==> src/rtl/huff_pkg.sv <==
`default_nettype none
// ============================================================================
// Module  : huff_pkg
// Brief   : Shared definitions for the Huffman weight encoder: FSM state
//           encoding, prefix-code constants and the code lookup function.
// Revision: 1.0 - initial release
// ============================================================================
package huff_pkg;

   // Widest code word and length field the lookup function can return
   localparam int CODE_W = 32;
   localparam int LEN_W  = 16;

   // Encoder FSM states
   typedef logic [1:0] state_t;
   localparam logic [1:0] IDLE   = 2'd0;
   localparam logic [1:0] ENCODE = 2'd1;
   localparam logic [1:0] FLUSH  = 2'd2;

   // Zero is the common case after pruning, so it gets the 1-bit code
   localparam logic ZERO_CODE = 1'b0;
   localparam int   ZERO_LEN  = 1;

   typedef struct packed {
      logic [LEN_W-1:0]  len;
      logic [CODE_W-1:0] code;
   } huff_code_t;

   // Nonzero code length: one flag bit plus the raw element
   function automatic int nz_len(input int bw);
      return bw + 1;
   endfunction

   // value holds the raw element bits zero-extended; bw is the element width.
   // Nonzero codes put the flag bit at the LSB, then the value LSB-first.
   function automatic huff_code_t huff_code(input logic [CODE_W-1:0] value, input int bw);
      huff_code_t c;
      if (value == '0) begin
         c.len  = LEN_W'(ZERO_LEN);
         c.code = {{(CODE_W-1){1'b0}}, ZERO_CODE};
      end else begin
         c.len  = LEN_W'(nz_len(bw));
         c.code = {value[CODE_W-2:0], 1'b1};
      end
      return c;
   endfunction

endpackage
`default_nettype wire

==> src/rtl/huff_bit_packer.sv <==
`default_nettype none
// ============================================================================
// Module  : huff_bit_packer
// Brief   : Bit buffer of 2*OUT_BW bits that accepts variable-length codes
//           when there is room, drains full words into a one-entry output
//           register and pads the final partial word on request.
// Revision: 1.0 - initial release
// ============================================================================
module huff_bit_packer #(
   parameter int OUT_BW  = 32,
   parameter int CODE_BW = 5,
   parameter int FILL_W  = $clog2(2*OUT_BW) + 1
) (
   input  logic               clk,
   input  logic               reset,
   input  logic               app_valid,
   input  logic [CODE_BW-1:0] app_code,
   input  logic [FILL_W-1:0]  app_len,
   output logic               app_ready,
   input  logic               pad_req,
   output logic               out_valid,
   input  logic               out_ready,
   output logic [OUT_BW-1:0]  out_data,
   output logic               out_last,
   output logic [FILL_W-1:0]  fill,
   output logic               word_pop
);

   localparam int                BUF_W     = 2 * OUT_BW;
   localparam logic [FILL_W:0]   BUF_LIM   = (FILL_W+1)'(BUF_W);
   localparam logic [FILL_W-1:0] WORD_FILL = FILL_W'(OUT_BW);

   logic [BUF_W-1:0]  bit_buf;
   logic [BUF_W-1:0]  merged;
   logic [BUF_W-1:0]  buf_next;
   logic [FILL_W-1:0] fill_sum;
   logic [FILL_W-1:0] fill_next;
   logic              pop;
   logic              out_free;
   logic              app_fire;
   logic              load_word;
   logic              load_pad;

   assign pop       = out_valid && out_ready;
   assign out_free  = !out_valid || pop;
   assign app_ready = ({1'b0, fill} + {1'b0, app_len}) <= BUF_LIM;
   assign app_fire  = app_valid && app_ready;
   assign load_word = (fill >= WORD_FILL) && out_free;
   // Bits above fill are always zero, so the low word is already padded
   assign load_pad  = pad_req && !app_valid && out_free && (fill != '0) && (fill < WORD_FILL);
   assign word_pop  = pop;

   // Append the incoming code above the current fill, then drop a loaded word
   always_comb begin
      merged   = bit_buf;
      fill_sum = fill;
      if (app_fire) begin
         merged   = bit_buf | (BUF_W'(app_code) << fill);
         fill_sum = fill + app_len;
      end
      buf_next  = merged;
      fill_next = fill_sum;
      if (load_word) begin
         buf_next  = merged >> OUT_BW;
         fill_next = fill_sum - WORD_FILL;
      end else if (load_pad) begin
         buf_next  = '0;
         fill_next = '0;
      end
   end

   // Buffer and fill level
   always_ff @(posedge clk) begin
      if (reset) begin
         bit_buf <= '0;
         fill    <= '0;
      end else begin
         bit_buf <= buf_next;
         fill    <= fill_next;
      end
   end

   // Output word register; contents hold until the consumer pops
   always_ff @(posedge clk) begin
      if (reset) begin
         out_valid <= 1'b0;
         out_data  <= '0;
         out_last  <= 1'b0;
      end else if (load_word) begin
         out_valid <= 1'b1;
         out_data  <= bit_buf[OUT_BW-1:0];
         out_last  <= 1'b0;
      end else if (load_pad) begin
         out_valid <= 1'b1;
         out_data  <= bit_buf[OUT_BW-1:0];
         out_last  <= 1'b1;
      end else if (pop) begin
         out_valid <= 1'b0;
      end
   end

endmodule
`default_nettype wire

==> src/rtl/huffman_encoder.sv <==
`default_nettype none
// ============================================================================
// Module  : huffman_encoder
// Brief   : Encodes pruned weight vectors with a fixed prefix code (zero ->
//           1 bit, nonzero -> flag + raw value) and packs the bits LSB-first
//           into OUT_BW-bit words, one element per cycle.
//           Optional build macro HUFF_STATS_EN adds zero_cnt / word_cnt.
//           OUT_BW must be at least 2*(BW+1).
// Revision: 1.0 - initial release
// ============================================================================
module huffman_encoder
   import huff_pkg::*;
#(
   parameter int COL    = 8,
   parameter int BW     = 4,
   parameter int OUT_BW = 32
) (
   input  logic              clk,
   input  logic              reset,
   input  logic              in_valid,
   output logic              in_ready,
   input  logic [BW*COL-1:0] in_data,
   input  logic              flush,
   output logic              out_valid,
   input  logic              out_ready,
   output logic [OUT_BW-1:0] out_data,
   output logic              out_last,
   output logic              flush_done
`ifdef HUFF_STATS_EN
   ,
   output logic [31:0]       zero_cnt,
   output logic [31:0]       word_cnt
`endif
);

   localparam int               IDX_W    = (COL > 1) ? $clog2(COL) : 1;
   localparam int               FILL_W   = $clog2(2*OUT_BW) + 1;
   localparam logic [IDX_W-1:0] LAST_IDX = IDX_W'(COL-1);

   state_t            state;
   logic [IDX_W-1:0]  idx;
   logic [BW*COL-1:0] vec;
   logic              flush_pend;
   logic [BW-1:0]     elem;
   huff_code_t        code;
   logic              app_valid;
   logic              app_ready;
   logic              app_fire;
   logic              pad_req;
   logic              word_pop;
   logic              accept;
   logic              flush_any;
   logic              last_elem;
   logic [FILL_W-1:0] fill;
   logic              unused_code_bits;

   assign in_ready   = (state == IDLE);
   assign accept     = in_valid && in_ready;
   // A flush arriving this cycle counts as pending for state decisions
   assign flush_any  = flush_pend || flush;
   assign elem       = vec[int'(idx)*BW +: BW];
   assign code       = huff_code(CODE_W'(elem), BW);
   assign app_valid  = (state == ENCODE);
   assign app_fire   = app_valid && app_ready;
   assign last_elem  = (idx == LAST_IDX);
   assign pad_req    = (state == FLUSH);
   // Flush completes once every word, including the padded one, has left
   assign flush_done = (state == FLUSH) && (fill == '0) && !out_valid;
   assign unused_code_bits = ^{code.code[CODE_W-1:BW+1], code.len[LEN_W-1:FILL_W]};

   huff_bit_packer #(
      .OUT_BW  (OUT_BW),
      .CODE_BW (BW + 1),
      .FILL_W  (FILL_W)
   ) u_packer (
      .clk       (clk),
      .reset     (reset),
      .app_valid (app_valid),
      .app_code  (code.code[BW:0]),
      .app_len   (code.len[FILL_W-1:0]),
      .app_ready (app_ready),
      .pad_req   (pad_req),
      .out_valid (out_valid),
      .out_ready (out_ready),
      .out_data  (out_data),
      .out_last  (out_last),
      .fill      (fill),
      .word_pop  (word_pop)
   );

   // Remember a flush request until the flush sequence completes
   always_ff @(posedge clk) begin
      if (reset) begin
         flush_pend <= 1'b0;
      end else if (flush) begin
         flush_pend <= 1'b1;
      end else if (flush_done) begin
         flush_pend <= 1'b0;
      end
   end

   // Control FSM: capture a vector, walk its elements, then flush or idle
   always_ff @(posedge clk) begin
      if (reset) begin
         state <= IDLE;
         idx   <= '0;
         vec   <= '0;
      end else begin
         case (state)
            IDLE: begin
               if (accept) begin
                  vec   <= in_data;
                  idx   <= '0;
                  state <= ENCODE;
               end else if (flush_any) begin
                  state <= FLUSH;
               end
            end
            ENCODE: begin
               if (app_fire) begin
                  if (last_elem) begin
                     state <= flush_any ? FLUSH : IDLE;
                  end else begin
                     idx <= idx + 1'b1;
                  end
               end
            end
            FLUSH: begin
               if (flush_done) begin
                  state <= IDLE;
               end
            end
            default: state <= IDLE;
         endcase
      end
   end

`ifdef HUFF_STATS_EN
   // Saturating counts of zero elements encoded and words popped
   always_ff @(posedge clk) begin
      if (reset) begin
         zero_cnt <= '0;
         word_cnt <= '0;
      end else begin
         if (app_fire && (elem == '0) && (zero_cnt != '1)) begin
            zero_cnt <= zero_cnt + 32'd1;
         end
         if (word_pop && (word_cnt != '1)) begin
            word_cnt <= word_cnt + 32'd1;
         end
      end
   end
`else
   logic unused_word_pop;
   assign unused_word_pop = word_pop;
`endif

endmodule
`default_nettype wire

==> config.mk <==
export PLATFORM = sky130hd
export DESIGN_NAME = huffman_encoder
export DESIGN_NICKNAME = d
export VERILOG_FILES = /design/src/rtl/huff_pkg.sv /design/src/rtl/huff_bit_packer.sv /design/src/rtl/huffman_encoder.sv
export SDC_FILE = /design/constraint.sdc
export NUM_CORES = 1
export LEC_CHECK = 0
export BUFFER_PORTS_ARGS = -buffer_cell sky130_fd_sc_hd__buf_4
export CORE_MARGIN = 8
export CORE_UTILIZATION = 65
export CTS_BUF_LIST = sky130_fd_sc_hd__clkbuf_4 sky130_fd_sc_hd__clkbuf_8
export CTS_CLUSTER_SIZE = 10
export DETAILED_ROUTE_END_ITERATION = 12
export PLACE_DENSITY_LB_ADDON = 0.3
export SYNTH_ARGS = -nofsm -noshare
export SYNTH_HDL_FRONTEND = slang
export SYNTH_SLANG_ARGS = --single-unit
==> constraint.sdc <==
create_clock -name clk -period 6.6 [get_ports clk]
set_input_delay 1.32 -clock clk [delete_from_list [all_inputs] [get_ports clk]]
set_output_delay 1.32 -clock clk [all_outputs]
set_load 0.01 [all_outputs]
==> summary.md <==
The run finished with clean final reports. The number of vias after detailed routing came out at 6186. The kind of critical path is flop to flop. The number of iterations in the first detailed-routing pass was 8. The worst register-to-register path ends at u_packer.bit_buf[4]$_SDFFE_PP0P_. The kind of cell with the highest combined delay along the critical path is simple AND/OR/NAND/NOR gates. The tools report the via count of the first global-routing pass as 6057.

The worst setup path is captured at a flop. After detailed placement, the total cell area comes to 7041 µm². Sorting the synthesized cells by area gives the leading types as sky130_fd_sc_hd__dfxtp_1 44%, sky130_fd_sc_hd__nand2_1 9.1%, sky130_fd_sc_hd__a21oi_1 7.7%. For flop-to-flop paths, the worst setup slack is 1.94 ns. The die extent in y was 116.2 µm; the HPWL after detailed placement was 12.49 mm. At the placement stage, the worst setup path has a slack of 1.995 ns. The run gives 0 as the number of endpoints with negative hold slack in the final report. The die outline area is 13500 µm².

Yosys printed 0 warnings. The routability congestion estimate from global placement came out at 0.9554. Of all flip-flops after synthesis, the portion carrying an async set or reset was 0%. The standard cell core area was 9774 µm²; the cell depth of the worst setup path was 11.

The H-tree was split into 4 levels. Among all stages on the critical path, the largest delay is contributed by sky130_fd_sc_hd__and2_1. In the finished design, the share of the clock period the worst path needs comes to 70.59%. Data arrives at the worst endpoint at 5.01 ns. The beginning of the critical path was idx[0]$_SDFFE_PP0P_. The number of buffers added on ports was 72; the number of antenna violations at the first check in global routing was 0. Following the worst setup path forward leads to its endpoint at u_packer.bit_buf[4]$_SDFFE_PP0P_.

The final setup slack of the worst path is 1.941 ns. The number of gates resized after CTS was 0. Post-CTS timing repair inserted 0 buffers for setup. Setup repair after global routing left no endpoint under its margin. Of all cell types, the one taking the most synthesized area is sky130_fd_sc_hd__dfxtp_1. The count of final max-slew check failures is 0, and the worst-skew pair later-pin latency is 0.44 ns.

The worst setup path is launched from a flop. Synthesis inferred 143 register bits. The logs give 2.865 nW for the static leakage power and 6525 µm² for the post-synth design cell area. Among all flip-flop cells after synthesis, the most frequent one is sky130_fd_sc_hd__dfxtp_1.

After clock tree synthesis, the clock-pin slew on the worst setup and hold paths is 0.07 ns. The logs give 0 for the total congestion overflow after global routing and 78 for the number of distinct library cells after synthesis. In this run the tightest slew margin relative to its limit is 19.96%. In this run, the number of DRC markers left after iteration 0 of detailed routing was 671.

The run gives 0 as the post-cts hold buffer count. Dividing the synthesized area by the synthesized cell count gives 8.419 µm². The worst reg2reg path depth was 11; the highest clock rate was 0.2146 GHz. Registers take 2863 µm². The repair_antennas step left the layout with diodes totalling 0. The share of final-layout standard cells stronger than drive strength 1 is 18.29%, and the top-level I/O count is 73. The area share of the largest cell type after synthesis is 43.87%, and the global-route wire length before repair is 29.88 mm. The critical path goes through mux4_2 -> mux2i_4 -> nand4_2 -> ha_1 -> a31oi_1 -> nor3b_2 -> o221ai_2 -> a32oi_4 -> and2_1 -> nor3_1 -> o32ai_2. Counting every net in the synthesized netlist gives 818. The number of enable-type register cells in the synthesized netlist is 0.

Routed signal wires occupy layers up through met4. After technology mapping, the gate count stands at 775. Global routing used 27.82% of the available tracks. Adding up every negative setup slack in the final design gives 0 ns. The x dimension of the die is 116.2 µm, and the largest stage delay on the critical path is 0.80 ns.

In this run the deepest clock path goes through 2 buffers. TritonCTS built the clock tree. Clock tree synthesis found a total of 143 sinks.

The layout has 680 filler cells. Dividing total power by cell area gives a power density of 333.2 nW/µm². Once the floorplan was initialized, standard cells occupied 66.76% of the core. The met3 wire length is 1.899 mm. The initialized floorplan defines 36 standard-cell rows. In the routed layout, each cell is associated on average with a via count of 6.417. The routed metal-1 wirelength is 7.212 mm.

The post-route minimum period came out at 4.659 ns. Launch instance of the worst register-to-register path: idx[0]$_SDFFE_PP0P_. Kind of path behind the tightest hold check: flop to flop. In the detailed route, the total length drawn on met2 is 8.487 mm. The tools report the post-synthesis sequential area ratio as 43.87%. The pin count of the biggest net entering global routing was 80. Counting both buffers and inverters, the worst setup path holds a total of 0.

Across the run, the number of max-cap violations was 0. The net count of the finished layout is 861. The number of antenna-violating nets in the routed design was 0; the count of unresolved DRC violations after routing was 0.

The area added between synthesis and finish was 14.84%; the sum of routed wire length over all layers was 18.14 mm. The run gives 0.006519 ns as the final worst clock skew. The measured slew at the worst slew-check pin came out at 1.190 ns.

The run gives 0.2103 mV as the maximum VDD drop. In the final layout, the multi-input gates occupy 3385 µm². The area of all placed cells without fillers is 7493 µm², and the largest fanout of any net on the critical path is 21. The final routed wire length divided by cell count works out to 18.82 µm.

TritonCTS created 17 clock buffers. Setup violations remaining at the end of the flow were counted as 0. The tools report the root buffer cell as sky130_fd_sc_hd__clkbuf_8.

STA puts the critical path data required time at 6.95 ns.
[synth_stat cells (4+ instances only)]
| cell type | number |
|---|---|
| sky130_fd_sc_hd__xor2_1 | 4 |
| sky130_fd_sc_hd__nand4_1 | 4 |
| sky130_fd_sc_hd__a21oi_1 | 100 |
| sky130_fd_sc_hd__nor3_1 | 21 |
| sky130_fd_sc_hd__dfxtp_1 | 143 |
| sky130_fd_sc_hd__a31oi_1 | 18 |
| sky130_fd_sc_hd__and2_1 | 9 |
| sky130_fd_sc_hd__o211ai_1 | 6 |
| sky130_fd_sc_hd__o21a_1 | 5 |
| sky130_fd_sc_hd__clkbuf_1 | 33 |
| sky130_fd_sc_hd__nand2_1 | 159 |
| sky130_fd_sc_hd__nor2_1 | 68 |
| sky130_fd_sc_hd__inv_1 | 9 |
| sky130_fd_sc_hd__ha_1 | 6 |
| sky130_fd_sc_hd__o21ai_0 | 14 |
| sky130_fd_sc_hd__nand2b_1 | 6 |
| sky130_fd_sc_hd__o31ai_1 | 11 |
| sky130_fd_sc_hd__a211oi_1 | 11 |
| sky130_fd_sc_hd__nand3_1 | 11 |
| sky130_fd_sc_hd__a22oi_1 | 8 |
| sky130_fd_sc_hd__a22o_1 | 5 |
| sky130_fd_sc_hd__mux4_2 | 9 |
| sky130_fd_sc_hd__o32ai_1 | 6 |
| sky130_fd_sc_hd__buf_2 | 16 |
| sky130_fd_sc_hd__mux2i_1 | 7 |
| sky130_fd_sc_hd__and3_1 | 4 |
| sky130_fd_sc_hd__a21o_1 | 6 |
| sky130_fd_sc_hd__o22ai_1 | 4 |
[cell usage in the layout, fill, tap and decap left out, types with 7 or more instances in the layout]
| cell | n |
|---|---|
| sky130_fd_sc_hd__clkbuf_8 | 23 |
| sky130_fd_sc_hd__nor2_1 | 67 |
| sky130_fd_sc_hd__o21ai_0 | 14 |
| sky130_fd_sc_hd__o31ai_1 | 11 |
| sky130_fd_sc_hd__nand3_1 | 11 |
| sky130_fd_sc_hd__buf_4 | 78 |
| sky130_fd_sc_hd__mux2i_1 | 7 |
| sky130_fd_sc_hd__a21oi_1 | 100 |
| sky130_fd_sc_hd__mux4_2 | 9 |
| sky130_fd_sc_hd__a31oi_1 | 18 |
| sky130_fd_sc_hd__a22oi_1 | 8 |
| sky130_fd_sc_hd__dfxtp_1 | 143 |
| sky130_fd_sc_hd__nand2_1 | 159 |
| sky130_fd_sc_hd__nor3_1 | 21 |
| sky130_fd_sc_hd__a211oi_1 | 11 |
| sky130_fd_sc_hd__inv_1 | 9 |
| sky130_fd_sc_hd__and2_1 | 9 |
[stage by stage]
stage	std cells	hold WS, ns	utilization [%]	power (mW)
after global routing	964	0.4698	76.66	2.607
after floorplan	775	0.4237	-	1.521
final	964	0.4535	76.66	2.497
after detailed placement	932	0.4414	72.03	1.718
after CTS	964	0.4562	76.66	2.481
after global placement	932	0.4352	72.03	1.680
[state kept, by name, summed over array words and instances, names as in the netlist]
name and count:
state 2, u_packer.out_valid 1, u_packer.out_data 32, idx 3, vec 32, flush_pend 1, u_packer.out_last 1, u_packer.bit_buf 64
u_packer.fill 7
[area by class of cell]
class                   count  area share [%]
inverters                  11          0.5510
well taps                 133           2.221
flip-flops and latches    143           38.20
repair buffers             78           7.814
clock buffers              25           4.425
multi-input cells         567           45.17
clock inverters             7           1.620
[power breakdown]
part           internal [mW]  switching (mW)
clock                  0.446           0.330
sequential             0.928          0.0714
combinational          0.215           0.507
[per-layer routing]
metal / vias up / GRT usage, %
met5: - / 0
met4: 0 / 12.45
met3: 62 / 9.255
met2: 368 / 44.08
met1: 2915 / 33.69
li1: 2841 / -
[worst register-to-register path, cell delays in order (launching register included)]
cell	delay (ns)
sky130_fd_sc_hd__dfxtp_1	0.69
sky130_fd_sc_hd__mux4_2	0.62
sky130_fd_sc_hd__mux2i_4	0.29
sky130_fd_sc_hd__nand4_2	0.25
sky130_fd_sc_hd__ha_1	0.46
sky130_fd_sc_hd__a31oi_1	0.22
sky130_fd_sc_hd__nor3b_2	0.28
sky130_fd_sc_hd__o221ai_2	0.17
sky130_fd_sc_hd__a32oi_4	0.38
sky130_fd_sc_hd__and2_1	0.80
sky130_fd_sc_hd__nor3_1	0.15
sky130_fd_sc_hd__o32ai_2	0.28
[cell families after synthesis]
family	Yosys count	share of synthesized area [%]
buffers and inverters	65	4.295
XOR/XNOR	5	0.6711
adder cells (fa/ha/maj)	6	1.150
AO/OA/AOI/OAI	230	23.64
AND/OR/NAND/NOR	302	20.10
flip-flops	143	43.87
multiplexers	24	6.270
[worst min-delay path by stage]
stage | startpoint | endpoint | slack [ns] | cells after the start
final | u_packer.out_data[16]$_SDFFE_PP0P_ | u_packer.out_data[16]$_SDFFE_PP0P_ | 0.45 | 2
after global routing | u_packer.out_data[20]$_SDFFE_PP0P_ | u_packer.out_data[20]$_SDFFE_PP0P_ | 0.47 | 2
after CTS | u_packer.out_data[16]$_SDFFE_PP0P_ | u_packer.out_data[16]$_SDFFE_PP0P_ | 0.46 | 2
after detailed placement | u_packer.bit_buf[50]$_SDFF_PP0_ | u_packer.bit_buf[50]$_SDFF_PP0_ | 0.44 | 2
after global placement | u_packer.bit_buf[47]$_SDFF_PP0_ | u_packer.bit_buf[47]$_SDFF_PP0_ | 0.44 | 2
after floorplan | u_packer.bit_buf[47]$_SDFF_PP0_ | u_packer.bit_buf[47]$_SDFF_PP0_ | 0.42 | 2
Note: power is estimated with default switching activity, not from simulation.
